$ cat src/rtl/arith_pkg.sv
// Shared definitions for the sequential arithmetic unit (multiplier and divider).
package arith_pkg;

  typedef enum logic [1:0] {
    StIdle = 2'b00,
    StCalc = 2'b01,
    StDone = 2'b10,
    StZero = 2'b11
  } arith_state_e;

endpackage

$ cat src/rtl/shift_sub_datapath.sv
// Restoring-division datapath: Q/R/D registers, one shift-subtract step per enabled edge,
// and the iteration counter.
module shift_sub_datapath #(
  parameter int unsigned N = 4
) (
  input  logic         clk,
  input  logic         rst,
  input  logic         load,
  input  logic         step,
  input  logic [N-1:0] dividend,
  input  logic [N-1:0] divisor,
  output logic [N-1:0] q_next,
  output logic [N-1:0] r_next,
  output logic         last_iter
);

  localparam int unsigned CW = $clog2(N);

  logic [N-1:0]  q_q, r_q, d_q;
  logic [CW-1:0] count_q;
  logic [N:0]    rs, t;
  logic [N-1:0]  qs;

  // The partial remainder is always below D after a step, so N bits hold it.
  always_comb begin
    rs     = {r_q, q_q[N-1]};
    qs     = {q_q[N-2:0], 1'b0};
    t      = rs - {1'b0, d_q};
    q_next = t[N] ? qs : {q_q[N-2:0], 1'b1};
    r_next = t[N] ? rs[N-1:0] : t[N-1:0];
  end

  assign last_iter = (count_q == CW'(N - 1));

  always_ff @(posedge clk or posedge rst) begin
    if (rst) begin
      q_q     <= '0;
      r_q     <= '0;
      d_q     <= '0;
      count_q <= '0;
    end else if (load) begin
      q_q     <= dividend;
      r_q     <= '0;
      d_q     <= divisor;
      count_q <= '0;
    end else if (step) begin
      q_q     <= q_next;
      r_q     <= r_next;
      count_q <= count_q + CW'(1);
    end
  end

endmodule

$ cat src/rtl/shift_sub_div.sv
// Sequential restoring unsigned divider: go/done handshake, one quotient bit per clock.
module shift_sub_div
  import arith_pkg::*;
#(
  parameter int unsigned N = 4
) (
  input  logic         clk,
  input  logic         rst,
  input  logic         go,
  input  logic [N-1:0] dividend,
  input  logic [N-1:0] divisor,
  output logic [N-1:0] quotient,
  output logic [N-1:0] remainder,
  output logic         done,
  output logic         busy,
  output logic         div_by_zero
);

  arith_state_e state_q, state_d;
  logic [N-1:0] quotient_q, quotient_d;
  logic [N-1:0] remainder_q, remainder_d;
  logic         dbz_q, dbz_d;
  logic         load, step, last_iter;
  logic [N-1:0] q_next, r_next;

  shift_sub_datapath #(
    .N (N)
  ) u_datapath (
    .clk       (clk),
    .rst       (rst),
    .load      (load),
    .step      (step),
    .dividend  (dividend),
    .divisor   (divisor),
    .q_next    (q_next),
    .r_next    (r_next),
    .last_iter (last_iter)
  );

  always_comb begin
    state_d     = state_q;
    quotient_d  = quotient_q;
    remainder_d = remainder_q;
    dbz_d       = dbz_q;
    load        = 1'b0;
    step        = 1'b0;
    unique case (state_q)
      StIdle: begin
        if (go) begin
          if (divisor == '0) begin
            quotient_d  = '1;
            remainder_d = dividend;
            dbz_d       = 1'b1;
            state_d     = StZero;
          end else begin
            load    = 1'b1;
            dbz_d   = 1'b0;
            state_d = StCalc;
          end
        end
      end
      StCalc: begin
        step = 1'b1;
        if (last_iter) begin
          quotient_d  = q_next;
          remainder_d = r_next;
          state_d     = StDone;
        end
      end
      StDone, StZero: begin
        // No auto-restart: the requester must drop go before the next operation.
        if (!go) state_d = StIdle;
      end
      default: state_d = StIdle;
    endcase
  end

  always_ff @(posedge clk or posedge rst) begin
    if (rst) begin
      state_q     <= StIdle;
      quotient_q  <= '0;
      remainder_q <= '0;
      dbz_q       <= 1'b0;
    end else begin
      state_q     <= state_d;
      quotient_q  <= quotient_d;
      remainder_q <= remainder_d;
      dbz_q       <= dbz_d;
    end
  end

  assign quotient    = quotient_q;
  assign remainder   = remainder_q;
  assign div_by_zero = dbz_q;
  assign done        = (state_q == StDone) || (state_q == StZero);
  assign busy        = (state_q == StCalc);

endmodule

$ cat config.mk
export PLATFORM = sky130hd
export DESIGN_NAME = shift_sub_div
export DESIGN_NICKNAME = d
export VERILOG_FILES = /design/src/rtl/arith_pkg.sv /design/src/rtl/shift_sub_datapath.sv /design/src/rtl/shift_sub_div.sv
export SDC_FILE = /design/constraint.sdc
export NUM_CORES = 1
export LEC_CHECK = 0
export ABC_CLOCK_PERIOD_IN_PS = 1900
export CAP_MARGIN = 20
export CORE_UTILIZATION = 47
export DETAILED_ROUTE_END_ITERATION = 7
export HOLD_SLACK_MARGIN = 0.03
export PLACE_DENSITY = 0.81
export SLEW_MARGIN = 20
export SYNTH_ARGS = -nofsm -noshare
export SYNTH_HDL_FRONTEND = slang
export SYNTH_SLANG_ARGS = --single-unit
$ cat constraint.sdc
create_clock -name clk -period 1.9 [get_ports clk]
set_input_delay 0.475 -clock clk [delete_from_list [all_inputs] [get_ports clk]]
set_output_delay 0.475 -clock clk [all_outputs]
set_load 0.01 [all_outputs]
==> results of run 1 <==
## final cells by class
class,count,area [sq um]
Timing Repair Buffer,52,469
Clock buffer,3,22.5
Sequential cell,25,627
Clock inverter,1,5.00
Tap cell,30,37.5
Fill cell,171,648
Inverter,8,30.0
Multi-Input combinational cell,97,751
## cells by family after synthesis
logic type | Yosys count
xor gates and xnor gates | 3
AOI/OAI and AO/OA | 34
DFF | 25
and+or+nand+nor | 50
muxes | 4
adders and majority gates | 6
buffers and inverters | 14
## critical path: stages (launching register included)
cell      delay, ns
dfrtp_1        0.38
inv_1          0.05
ha_2           0.17
fa_2           0.34
nand2b_4       0.16
a21oi_4        0.30
nor4b_1        0.13
buf_4          0.17
a2111o_1       0.28
## cells in the final DEF, fill, tap and decap left out, drive strengths merged, types with 2 or more instances in the layout
cell type,netlist,routed
dfrtp,25,25
nor2,15,15
ha,5,5
a22oi,4,4
buf,3,31
nand3,4,4
a22o,2,2
a21oi,8,8
clkdlybuf4s50,0,20
nand3b,2,2
a41oi,2,2
o21ai,9,9
nand2b,5,5
mux2,2,2
clkbuf,3,3
nand2,15,15
a211o,2,2
or3,2,2
inv,8,8
mux2i,2,2
xnor2,2,2
## layer usage
layer  vias to the layer above  share of wire, %  GRT usage [%]
li1                        581                 -              -
met1                       604                42           28.9
met2                        52                50           40.8
met3                        11               5.0           3.28
met4                         0               3.0           10.0
met5                         -                 0              0
## path summary, 6_finish.rpt
path                       cells after the start  slack, ns                     to
max                                            8      -0.16      u_datapath.r_q[2]
min                                            3       0.47  u_datapath.count_q[1]
max reg2reg                                    8      -0.16      u_datapath.r_q[2]
min reg2reg                                    1       0.53            div_by_zero
max in group asynchronous                      3       1.15             state_q[0]
min in group clk                               1       0.53            div_by_zero
## sequential cells by signal (all words and copies together) (netlist names)
name and cells:
quotient 4, u_datapath.r_q 4, u_datapath.count_q 2, state_q 2, u_datapath.d_q 4, u_datapath.q_q 4
div_by_zero 1, remainder 4
## synthesized netlist by cell type, drive strengths merged (3+ instances only)
cell type / count
nor2: 15
ha: 5
nand2: 15
o21ai: 9
a22oi: 4
nand3: 4
nand2b: 5
buf: 3
a21oi: 8
inv: 8
dfrtp: 25
clkbuf: 3
## power by group
group,internal [mW],switching (mW),leakage (nW)
combinational,1.58,1.45,0.565
sequential,0.799,0.213,0.297
clock,0.0793,0.175,0.0177
total,2.46,1.84,0.880
## stage by stage
| step | cell area (sq um) | setup slack (ns) | hold WS [ns] | utilization, % |
|---|---|---|---|---|
| after floorplan | 1350 | -0.0404 | 0.468 | - |
| after global placement | 1780 | -0.226 | 0.486 | 68.8 |
| after detailed placement | 1780 | -0.246 | 0.495 | 68.8 |
| after CTS | 1860 | -0.0802 | 0.487 | 71.7 |
| after global routing | 1940 | -0.270 | 0.508 | 75.0 |
| final | 1940 | -0.160 | 0.472 | 75.0 |
## timing repair
item / in CTS / in global routing
buffers inserted: 3 / 2
pin swaps: 6 / 6
setup endpoints to repair: 8 / 11
resized for setup: 8 / 14
==> metrics.md, run 1 <==
| Metric | Value |
|---|---|
| Post-synth EDFFs | `0` |
| Max-cap viol count | `0` |
| All-Layer GR Usage | `a little under a quarter` |
| Vias | `~1200` |
| CTS Sinks | `25` |
| Achievable Freq | `485 MHz` |
| Die Y | `55.3 um` |
| Synth area leader | `dfrtp_1` |
| TritonCTS clock tree | `yes` |
| Iter 0 DRT Violations | `between 50 and 60` |
| Yosys warnings | `0` |
| Post-synthesis mux area share | `3.19%` |
| Routability Congestion | `0.817` |
| Share of layout cells above drive strength 1 | `31.2%` |
| Rows | `18` |
| Power per cell area | `2210 nW/um^2` |
| Status | `finished with violations` |
| Ant diodes | `0` |
| Largest cells by area after synthesis | `dfrtp_1, ha_1, nand2_1` |
| Die width | `approximately 55 um` |
| CP Launch Point | `u_datapath.q_q[3]` |
| Number of global-route vias before repair | `1286` |
| Number of port buffers | `21` |
| Worst reg2reg startpoint | `u_datapath.q_q[3]` |
| RSZ-0062 raised after global routing | `true` |
| Total CTS buffers | `3` |
| Async S/R FF share, synth | `100%` |
| Mapped cell area | `around 1300 sq um` |
| Cell total after placement | `208` |
| Synth Area in Compound Gates | `17.7%` |
| Starting Density | `51.5%` |
| Final WL | `approximately 3500 um` |
| Global-route wire length before repair | `5640 um` |
| Final hold vios | `0` |
| Adder-Cell Fraction of Synth Area | `6.19%` |
| Root Buffer | `clkbuf_4` |
| Pins Over Slew Limit | `0` |
| Max rail drop VDD | `about 1700 uV` |
| Final Skew | `about 0.016 ns` |
| Residual antenna-violating net count after detailed routing | `0` |
| DRC errors left | `0` |
| Post-synth cell types | `just over 40` |
| Clock Tree Buf Depth | `2` |
| Tot Pwr | `4.29 mW` |
| Avg Cell Area, Syn | `just under 10 sq um` |
| Total gr overflow | `0` |
| Final min period | `between 2 and 2.5 ns` |
| Relative slew margins | `65.9%` |
| Worst setup EP type | `register` |
| Layout net count | `204` |
| DR WL/cell | `16.3 um` |
| Setup tns final | `-0.886 ns` |
| Area growth syn-to-layout | `45.5%` |
| Crit-path max FO | `6` |
| H-tree depth | `1` |
| Largest net degree at the start of global routing | `26` |
| Clock Pin Slew Worst Setup and Hold Paths | `0.15 ns` |
| Post-Synth Simple-Gate Area | `19.7%` |
| CTS Hold Buffers Added | `0` |
| Worst-skew pair later-pin latency | `0.34 ns` |
| Worst Max-Slew Pin Slew | `roughly 0.5 ns` |
| First-pass DRT Iterations | `4` |
| XOR/XNOR Fraction of Synth Area | `1.97%` |
| Io pins | `22` |
| Main combinational cell family by area after synthesis | `simple AND/OR/NAND/NOR gates` |
| Failing checks | `setup timing` |
| Worst Setup Slack, final | `-0.160 ns` |
| Initial antenna violation count | `0` |
| Synth top area share | `46.9%` |
| HPWL after detailed placement | `2260 um` |
| Routed vias/inst | `slightly below 6` |
| Pleak | `0.880 nW` |
| Post-synthesis sequential area ratio | `46.9%` |
| Final setup vio count | `10` |
| Final non-filler cell total | `~220` |
| Startpoint types | `register` |
| Crit path DAT | `2.30 ns` |
| Core area | `roughly 2600 sq um` |
| Top_reg_cell synth | `dfrtp_1` |
| Post-Syn Instances | `136` |
| Die area | `3060 sq um` |
| Syn_nets | `between 150 and 200` |
| Final period util | `108%` |
| Yosys reg bits | `25` |
| Critical path type | `register to register` |
| HP Class | `primary input to asynchronous set/reset pin` |
| CP required | `around 2.1 ns` |
Note: power is estimated with default switching activity, not from simulation.
==> inputs of run 2 (changes only) <==
Settings changed: ABC_CLOCK_PERIOD_IN_PS 1900 to 2100, CORE_UTILIZATION 47 to 50, GPL_ROUTABILITY_DRIVEN from default to 0, PLACE_DENSITY 0.81 to 0.82.
Clock period 1.9 ns to 2.1 ns, I/O delays scaled along.
==> run 2 against run 1 <==
Compared with the run above:
- the flow now finishes without violations
- worst setup slack improved by 0.18 ns
- register-to-register slack better by 0.18 ns
- total power down 10%
- maximum frequency down 0.79%
- sequential cell count did not move
- critical endpoint is now u_datapath.r_q[3]
- largest cell class unchanged
- highest routed layer unchanged
==> metrics.md, run 2 (synthesis gave the netlist of run 1 again) <==
| Metric | Value |
|---|---|
| Clock Tree Buf Depth | `2` |
| CTS Hold Buffers Added | `0` |
| Clock Pin Slew Worst Setup and Hold Paths | `about 0.14 ns` |
| Initial antenna violation count | `0` |
| Residual antenna-violating net count after detailed routing | `0` |
| Largest net degree at the start of global routing | `26` |
| Layout net count | `199` |
| Crit-path max FO | `4` |
| End of the critical path | `u_datapath.r_q[3]` |
| Final WL | `3410 um` |
| Die Y | `53.7 um` |
| DRC errors left | `0` |
| Rows | `18` |
| Power per cell area | `2020 nW/um^2` |
| DR WL/cell | `16.1 um` |
| RSZ-0062 raised after global routing | `true` |
| Total CTS buffers | `3` |
| Worst reg2reg startpoint | `u_datapath.q_q[3]` |
| Max rail drop VDD | `1840 uV` |
| Critical path type | `register to register` |
| HPWL after detailed placement | `around 2300 um` |
| Commonest non-fill, non-tap cells in the layout | `dfrtp_1, buf_4, clkdlybuf4s50_1, nand2_1, nor2_1` |
| Crit path DAT | `2.31 ns` |
| Ant diodes | `0` |
| Final hold vios | `0` |
| Total gr overflow | `0` |
| Status | `finished clean` |
| End of the worst register-to-register path | `u_datapath.r_q[3]` |
| Area growth syn-to-layout | `43.6%` |
| Number of global-route vias before repair | `1164` |
| Final min period | `just over 2 ns` |
| Achievable Freq | `482 MHz` |
| Reg2reg path depth | `9` |
| CP Launch Point | `u_datapath.q_q[3]` |
| All-Layer GR Usage | `25.0%` |
| Die width | `53.7 um` |
| Final Skew | `0.00899 ns` |
| Number of port buffers | `21` |
| H-tree depth | `1` |
| Max-cap viol count | `0` |
| Iter 0 DRT Violations | `28` |
| Worst-skew pair later-pin latency | `about 0.31 ns` |
| Starting Density | `53.4%` |
| Hold Crit Depth | `2` |
| CP required | `approximately 2.3 ns` |
| Die area | `roughly 2900 sq um` |
| CTS Sinks | `25` |
| Pre-CTS WS | `-0.136 ns` |
| Share of layout cells above drive strength 1 | `just under 30%` |
| Worst Setup Slack, final | `~0.024 ns` |
| Most common cell after layout, fill and taps aside | `dfrtp_1` |
| HP Class | `register to register` |
| Relative slew margins | `approximately 54%` |
| Startpoint types | `register` |
| Setup tns final | `0 ns` |
| TritonCTS clock tree | `yes` |
| Worst Max-Slew Pin Slew | `0.686 ns` |
| Pins Over Slew Limit | `0` |
| Root Buffer | `clkbuf_4` |
| First-pass DRT Iterations | `4` |
| Vias | `1182` |
| Io pins | `22` |
| Core area | `2500 sq um` |
| R2R Setup Slk | `around 0.024 ns` |
| Worst setup EP type | `register` |
| Global-route wire length before repair | `5110 um` |
| Pleak | `0.867 nW` |
| Tot Pwr | `3.86 mW` |
| Routed vias/inst | `5.60` |
| Final setup vio count | `0` |
| Final period util | `between 90 and 100%` |
-- run 2: worst min path at each step --
stage | slack (ns) | end | from
floorplan | 0.47 | u_datapath.count_q[0] | u_datapath.count_q[0]
global placement | 0.49 | u_datapath.count_q[1] | u_datapath.count_q[1]
detailed placement | 0.50 | u_datapath.q_q[1] | u_datapath.q_q[1]
CTS | 0.53 | u_datapath.q_q[1] | u_datapath.q_q[1]
global route | 0.55 | u_datapath.q_q[2] | u_datapath.q_q[2]
finish | 0.52 | u_datapath.q_q[1] | u_datapath.q_q[1]
-- run 2: what timing repair did --
action,CTS,global route
endpoints found under the hold margin,0,0
resized for setup,10,16
pin swaps,4,9
buffers inserted,2,3
setup endpoints to repair,5,6
-- run 2: power breakdown --
| group | internal (mW) | switching (mW) | leakage [nW] |
|---|---|---|---|
| clock | 0.0741 | 0.140 | 0.0150 |
| combinational | 1.45 | 1.28 | 0.556 |
| sequential | 0.723 | 0.199 | 0.297 |
-- run 2: area by class of cell --
class | instances | area [sq um]
Fill cell | 154 | 583
Multi-Input combinational cell | 97 | 764
Inverter | 8 | 30.0
Clock buffer | 4 | 26.3
Sequential cell | 25 | 627
Timing Repair Buffer | 47 | 432
Tap cell | 30 | 37.5
-- run 2: critical path, cell delays in order (launching register included) --
cell and delay [ns]:
dfrtp_1 0.37, inv_1 0.05, ha_2 0.19, fa_2 0.36, nand2b_4 0.15, a21oi_4 0.21
buf_6 0.16, xnor2_4 0.14, nand2_2 0.10, a311oi_2 0.26
-- run 2: layer usage --
metal	global-route usage, %	up-vias	share of wire (%)	wire, um
met3	2.26	6	3.1	104
met5	0	-	0	0
met1	32.1	583	42	1430
met2	43.4	23	53	1820
met4	9.21	0	1.6	53
li1	-	570	-	-
-- run 2: stage by stage --
step / instance area, sq um / hold slack (ns) / std cells / utilization (%)
finish: 1920 / 0.524 / 211 / 76.7
global route: 1920 / 0.555 / 211 / 76.7
CTS: 1810 / 0.528 / 208 / 72.6
detailed placement: 1720 / 0.498 / 202 / 69.0
global placement: 1720 / 0.487 / 202 / 69.0
floorplan: 1340 / 0.468 / 136 / -
==> variant 1, RTL diff (flow settings as in run 1) <==
Encoding of `arith_state_e`: now one-hot (4 bits for 4 states).
--- a/src/rtl/arith_pkg.sv
+++ b/src/rtl/arith_pkg.sv
@@ -1,11 +1,11 @@
 // Shared definitions for the sequential arithmetic unit (multiplier and divider).
 package arith_pkg;
 
-  typedef enum logic [1:0] {
-    StIdle = 2'b00,
-    StCalc = 2'b01,
-    StDone = 2'b10,
-    StZero = 2'b11
+  typedef enum logic [3:0] {
+    StIdle = 4'b0001,
+    StCalc = 4'b0010,
+    StDone = 4'b0100,
+    StZero = 4'b1000
   } arith_state_e;
 
 endpackage
Behaviour: same outputs for any inputs over 10 cycles, from zero or initial values and one cycle with rst high; not proved beyond that.
==> variant 1 against run 1 <==
  * The run ends with DRC, setup timing left
  * First-iteration DRC count rose by 17%
  * Synthesized area rose by 6.5%
  * Sequential cell count rose by 2
  * Highest routed layer unchanged
  * Total power fell by 21%
  * Wire length fell by 4.1%
  * Design area fell by 2.8%
  * Critical path type unchanged
  * Utilization fell by 7.7 points
  * Count of clock-buffer cells in the layout did not move
  * Largest power group unchanged
  * Final cell count fell by 7.4%
  * Setup slack got worse by 0.13 ns
==> variant 1: results (changes against run 1) <==
[outcome]
status = finished, violations left  ; unchanged
violations = DRC, setup timing  ; was setup timing

[final_layout]
fill_cells = 207  ; was 171
final_layout_size_suffix_gt1_frac = 0.320  ; was 0.312
final_nets = 187  ; was 204
instances_no_fill = 200  ; was 216

[power]
power_switching_w = 0.00140  ; was 0.00184 W
p_leak_nw = 0.830  ; was 0.880 nW

[sta]
skew_ns = 0.00551  ; was 0.0162 ns
setup-violations-final = 10  ; unchanged
setup_slack_ns = -0.287  ; was -0.160 ns
setup_tns_ns = -1.91  ; was -0.886 ns
tightest_slew_ns = 0.355  ; was 0.511 ns

[synthesis]
synth_top_cells_by_area = dfrtp_1, ha_1, a21oi_1, nand2_1, a211oi_2  ; was dfrtp_1, ha_1, nand2_1, nor2_1, o21ai_0
synth_cell_types = 38  ; was 41
ys_seq_area_frac = 0.476  ; was 0.469
synthTopCellsByCount = dfrtp_1, nand2_1, a21oi_1, nor2_1  ; was dfrtp_1, nand2_1, nor2_1
postSynthCellCount = 127  ; was 136

[critical_path]
critical_path_arrival_ns = 2.45  ; was 2.30 ns
cp_max_fo = 5  ; was 6
critPathMaxStageDelay_ns = 0.42  ; was 0.38 ns

[routing]
routed_wl_um = 3380  ; was 3520 um
drt_first_pass_iters = 6  ; was 4
dr.first_iter.drc_count = 63  ; was 54
viasPerCell = 5.56  ; was 5.78
drc = 8  ; was 0

[grt]
grt_pass1_vias = 1134  ; was 1286
grt.total_usage = 0.230  ; was 0.234

[placed_design]
pre_cts_slack_ns = -0.264  ; was -0.246 ns

[variant 1: critical path: cells and delay by family, from the launching register on]
family,cells,cell delay (ns)
xor gates and xnor gates,1,0.30
muxes,1,0.35
DFF,1,0.42
AOI/OAI and AO/OA,2,0.35
adders and majority gates,2,0.54
and+or+nand+nor,1,0.15
[variant 1: worst paths after layout]
kind	from	end	slack, ns	depth (start not counted)
worst max-delay path	u_datapath.d_q[0]	u_datapath.r_q[1]	-0.29	7
worst min-delay path	rst	state_q[3]	0.50	3
worst max register to register	u_datapath.d_q[0]	u_datapath.r_q[1]	-0.29	7
worst min register to register	quotient[3]	quotient[3]	0.51	1
max in group asynchronous	rst	state_q[0]	1.11	3
min in group clk	quotient[3]	quotient[3]	0.51	1
[variant 1: layer usage]
| metal | vias to the layer above | wire [um] | GRT usage |
|---|---|---|---|
| met5 | - | 0 | 0 |
| met3 | 5 | 113 | 0.0295 |
| met1 | 549 | 1470 | 0.290 |
| li1 | 534 | - | - |
| met2 | 24 | 1750 | 0.403 |
| met4 | 0 | 48 | 0.0906 |
[variant 1: cells by family (layout without fill, tap and decap cells)]
logic type | Yosys count | after routing | share of synthesized area
AND/OR/NAND/NOR | 39 | 39 | 0.165
multiplexers | 6 | 6 | 0.0449
flip-flops | 27 | 27 | 0.476
buffers and inverters | 11 | 53 | 0.0405
XOR/XNOR | 6 | 6 | 0.0502
adder cells (fa/ha/maj) | 6 | 6 | 0.0581
AO/OA/AOI/OAI | 32 | 32 | 0.165
[variant 1: power groups by stage]
stage / logic (W) / registers [W] / clock network [W]
final: 0.00212 / 0.00101 / 0.000266
after CTS: 0.00204 / 0.00101 / 0.000272
after global routing: 0.00228 / 0.00104 / 0.000289
after global placement: 0.00177 / 0.00101 / 0
after detailed placement: 0.00186 / 0.00102 / 0
after floorplan: 0.00120 / 0.00102 / 0
[variant 1: stage by stage]
stage / utilization / cell area, um^2
finish: 0.673 / 1890
global route: 0.673 / 1890
CTS: 0.658 / 1850
detailed placement: 0.633 / 1780
global placement: 0.633 / 1780
floorplan: - / 1440
[variant 1: layout make-up]
class	count	area (um^2)	share of cell area
Clock buffer	3	22.5	0.0119
Clock inverter	1	7.51	0.00398
Multi-Input combinational cell	89	748	0.397
Tap cell	31	38.8	0.0206
Sequential cell	27	678	0.359
Timing Repair Buffer	42	365	0.194
Inverter	7	26.3	0.0139
[variant 1: what timing repair did]
item,4_1_cts,5_1_grt
hold buffers,0,0
setup buffers,1,4
setup endpoints to repair,12,12
pin swaps,7,0
resized for setup,13,4
==> variant 2, RTL diff (config.mk and constraints of run 1) <==
Made on the original files. `N` is set to 4 in 2 places; all go to 8.
--- a/src/rtl/shift_sub_datapath.sv
+++ b/src/rtl/shift_sub_datapath.sv
@@ -1,7 +1,7 @@
 // Restoring-division datapath: Q/R/D registers, one shift-subtract step per enabled edge,
 // and the iteration counter.
 module shift_sub_datapath #(
-  parameter int unsigned N = 4
+  parameter int unsigned N = 8
 ) (
   input  logic         clk,
   input  logic         rst,
--- a/src/rtl/shift_sub_div.sv
+++ b/src/rtl/shift_sub_div.sv
@@ -2,7 +2,7 @@
 module shift_sub_div
   import arith_pkg::*;
 #(
-  parameter int unsigned N = 4
+  parameter int unsigned N = 8
 ) (
   input  logic         clk,
   input  logic         rst,
Ports: changed (resized dividend, divisor, quotient and remainder); port bits go from 22 to 38. No check against the original RTL was run, so the function may have changed too.
==> variant 2 against run 1 <==
  * The run still ends with setup timing left
  * Die area is 84% higher
  * Non-clock buffer count up 54
  * Via count up 110%
  * Setup slack worse by 0.52 ns
  * Maximum frequency decreased by 20%
  * Synthesized area increased by 88%
  * Wire length grew 120%
  * Sequential cell count up 21
  * Total power rose by 88%
  * Design area grew 91%
  * Utilization is 2.9 points lower
  * Clock power increased by 140%
  * First-iteration DRC count grew to 6.0 times the old value
==> variant 2: results (changes against run 1) <==
[synthesis]
ys_seq_area_frac = 0.458  ; was 0.469
synth_top_cells_by_area = dfrtp_1, nand2_1, o21ai_0, ha_1, o22a_1  ; was dfrtp_1, ha_1, nand2_1, nor2_1, o21ai_0
synth_cell_types = 46  ; was 41
syn_avg_cell_area_um2 = 9.41  ; was 9.82 um^2
ys_warn_count = 0  ; unchanged
synth_top_cell_by_area = dfrtp_1  ; unchanged
syn_nets = 297  ; was 153
synthTopCellsByCount = nand2_1, dfrtp_1, o21ai_0  ; was dfrtp_1, nand2_1, nor2_1

[sta]
setup_slack_ns = -0.679  ; was -0.160 ns
setup-violations-final = 18  ; was 10
skew_ns = 0.0118  ; was 0.0162 ns
setup_tns_ns = -10.62  ; was -0.886 ns
tightest_slew_ns = 0.421  ; was 0.511 ns

[clock_network]
clockBufferDepth = 2  ; unchanged
htreeDepth = 2  ; was 1
worst_skew_pair.late_latency_ns = 0.31  ; was 0.34 ns
clk_pin_slew_ns = 0.09  ; was 0.15 ns
cts-buffers-inserted = 5  ; was 3
root_buffer = clkbuf_8  ; was clkbuf_4
cts_hold_buf = 0  ; unchanged

[critical_path]
critical_path_arrival_ns = 2.82  ; was 2.30 ns
rr_worst_depth = 11  ; was 8
cp_max_fo = 4  ; was 6

[placed_design]
portBuffers = 37  ; was 21
dp_hpwl_um = 5160  ; was 2260 um
dp_cells = 421  ; was 208
place_congestion = 0.890  ; was 0.817
place_area_um2 = 3380  ; was 1780 um^2

[routing]
dr.first_iter.drc_count = 324  ; was 54
viasPerCell = 5.86  ; was 5.78
vias = 2568  ; was 1248
routed_wl_um = 7830  ; was 3520 um
drt_first_pass_iters = 5  ; was 4

[grt]
grt.total_usage = 0.283  ; was 0.234
grt_pass1_wl_um = 11500  ; was 5640 um
antenna_found_initial = 0  ; unchanged
grt_pass1_vias = 2377  ; was 1286

[outcome]
status = finished, violations left  ; unchanged
violations = setup timing  ; unchanged

[final_layout]
n_antenna_cell = 0  ; unchanged
final_layout_size_suffix_gt1_frac = 0.304  ; was 0.312
final_nets = 397  ; was 204

[power]
switching_share = 0.440  ; was 0.428
irDropWorstVdd_uv = 1170  ; was 1730 uV
p_leak_nw = 1.65  ; was 0.880 nW

[hold_path]
hp-class = in -> async  ; unchanged

==> variant 2: changes by cell type in the layout (fill, tap and decap cells not counted), moves of 7 or more <==
cell	run 1	this run
dfrtp_1	24	46
o21ai_1	1	8
o22a_1	0	7
nand2_1	14	45
buf_4	26	62
clkdlybuf4s50_1	20	35
o21ai_0	7	15
==> variant 2: final cells by class <==
class                   count  area, um^2
clock inverters             2        13.8
multi-input cells         195        1400
inverters                  13        48.8
clock buffers               6        72.6
flip-flops and latches     46        1150
fillers                   362        1430
repair buffers            106         933
well taps                  70        87.6
==> variant 2: through the flow <==
step	hold WS, ns	worst slack [ns]	total power, W
after floorplan	0.468	-0.484	0.00444
after global placement	0.488	-0.537	0.00620
after detailed placement	0.496	-0.677	0.00638
after CTS	0.439	-0.591	0.00755
after global routing	0.454	-0.793	0.00854
final	0.429	-0.679	0.00807
==> variant 2: cell families after synthesis <==
kind of cell | Yosys count | share of synthesized area
AO/OA/AOI/OAI | 91 | 0.248
XOR/XNOR | 5 | 0.0174
adder cells (fa/ha/maj) | 11 | 0.0578
buffers and inverters | 26 | 0.0503
flip-flops | 46 | 0.458
multiplexers | 6 | 0.0249
AND/OR/NAND/NOR | 82 | 0.143
==> variant 2: what timing repair did <==
item,4_1_cts,5_1_grt
buffers inserted,5,6
endpoints found under the setup margin,36,41
pin swaps,16,7
resized for setup,26,21
==> variant 2: power by group through the flow <==
| stage | Clock [W] | Combinational, W | Sequential [W] |
|---|---|---|---|
| 6_report | 0.000608 | 0.00573 | 0.00173 |
| 3_3_place_gp | 0 | 0.00448 | 0.00172 |
| 2_1_floorplan | 0 | 0.00270 | 0.00174 |
| 4_1_cts | 0.000609 | 0.00522 | 0.00172 |
| 3_5_place_dp | 0 | 0.00464 | 0.00174 |
| 5_1_grt | 0.000654 | 0.00610 | 0.00178 |
==> variant 2: final timing paths <==
check | from | end | slack [ns]
setup / recovery | u_datapath.q_q[7] | u_datapath.r_q[1] | -0.68
hold / removal | rst | u_datapath.d_q[6] | 0.43
setup reg to reg | u_datapath.q_q[7] | u_datapath.r_q[1] | -0.68
hold reg to reg | quotient[1] | quotient[1] | 0.51
max in group asynchronous | rst | u_datapath.count_q[1] | 1.02
min in group clk | quotient[1] | quotient[1] | 0.51
==> variant 2: routing by layer <==
metal / wire length (um) / global-route usage / part of all wire
met5: 0 / 0 / 0
met4: 240 / 0.117 / 0.031
met3: 449 / 0.0656 / 0.057
met2: 3940 / 0.463 / 0.50
met1: 3200 / 0.363 / 0.41
==> variant 2: worst max-delay path: stages, from the launching register on <==
cell and delay, ns:
dfrtp_1 0.38, inv_1 0.07, ha_2 0.19, inv_2 0.04
fa_2 0.33, a21o_1 0.21, a221oi_4 0.38, mux2i_4 0.37
buf_4 0.16, o21ai_2 0.05, a21oi_2 0.17, a2bb2oi_1 0.16
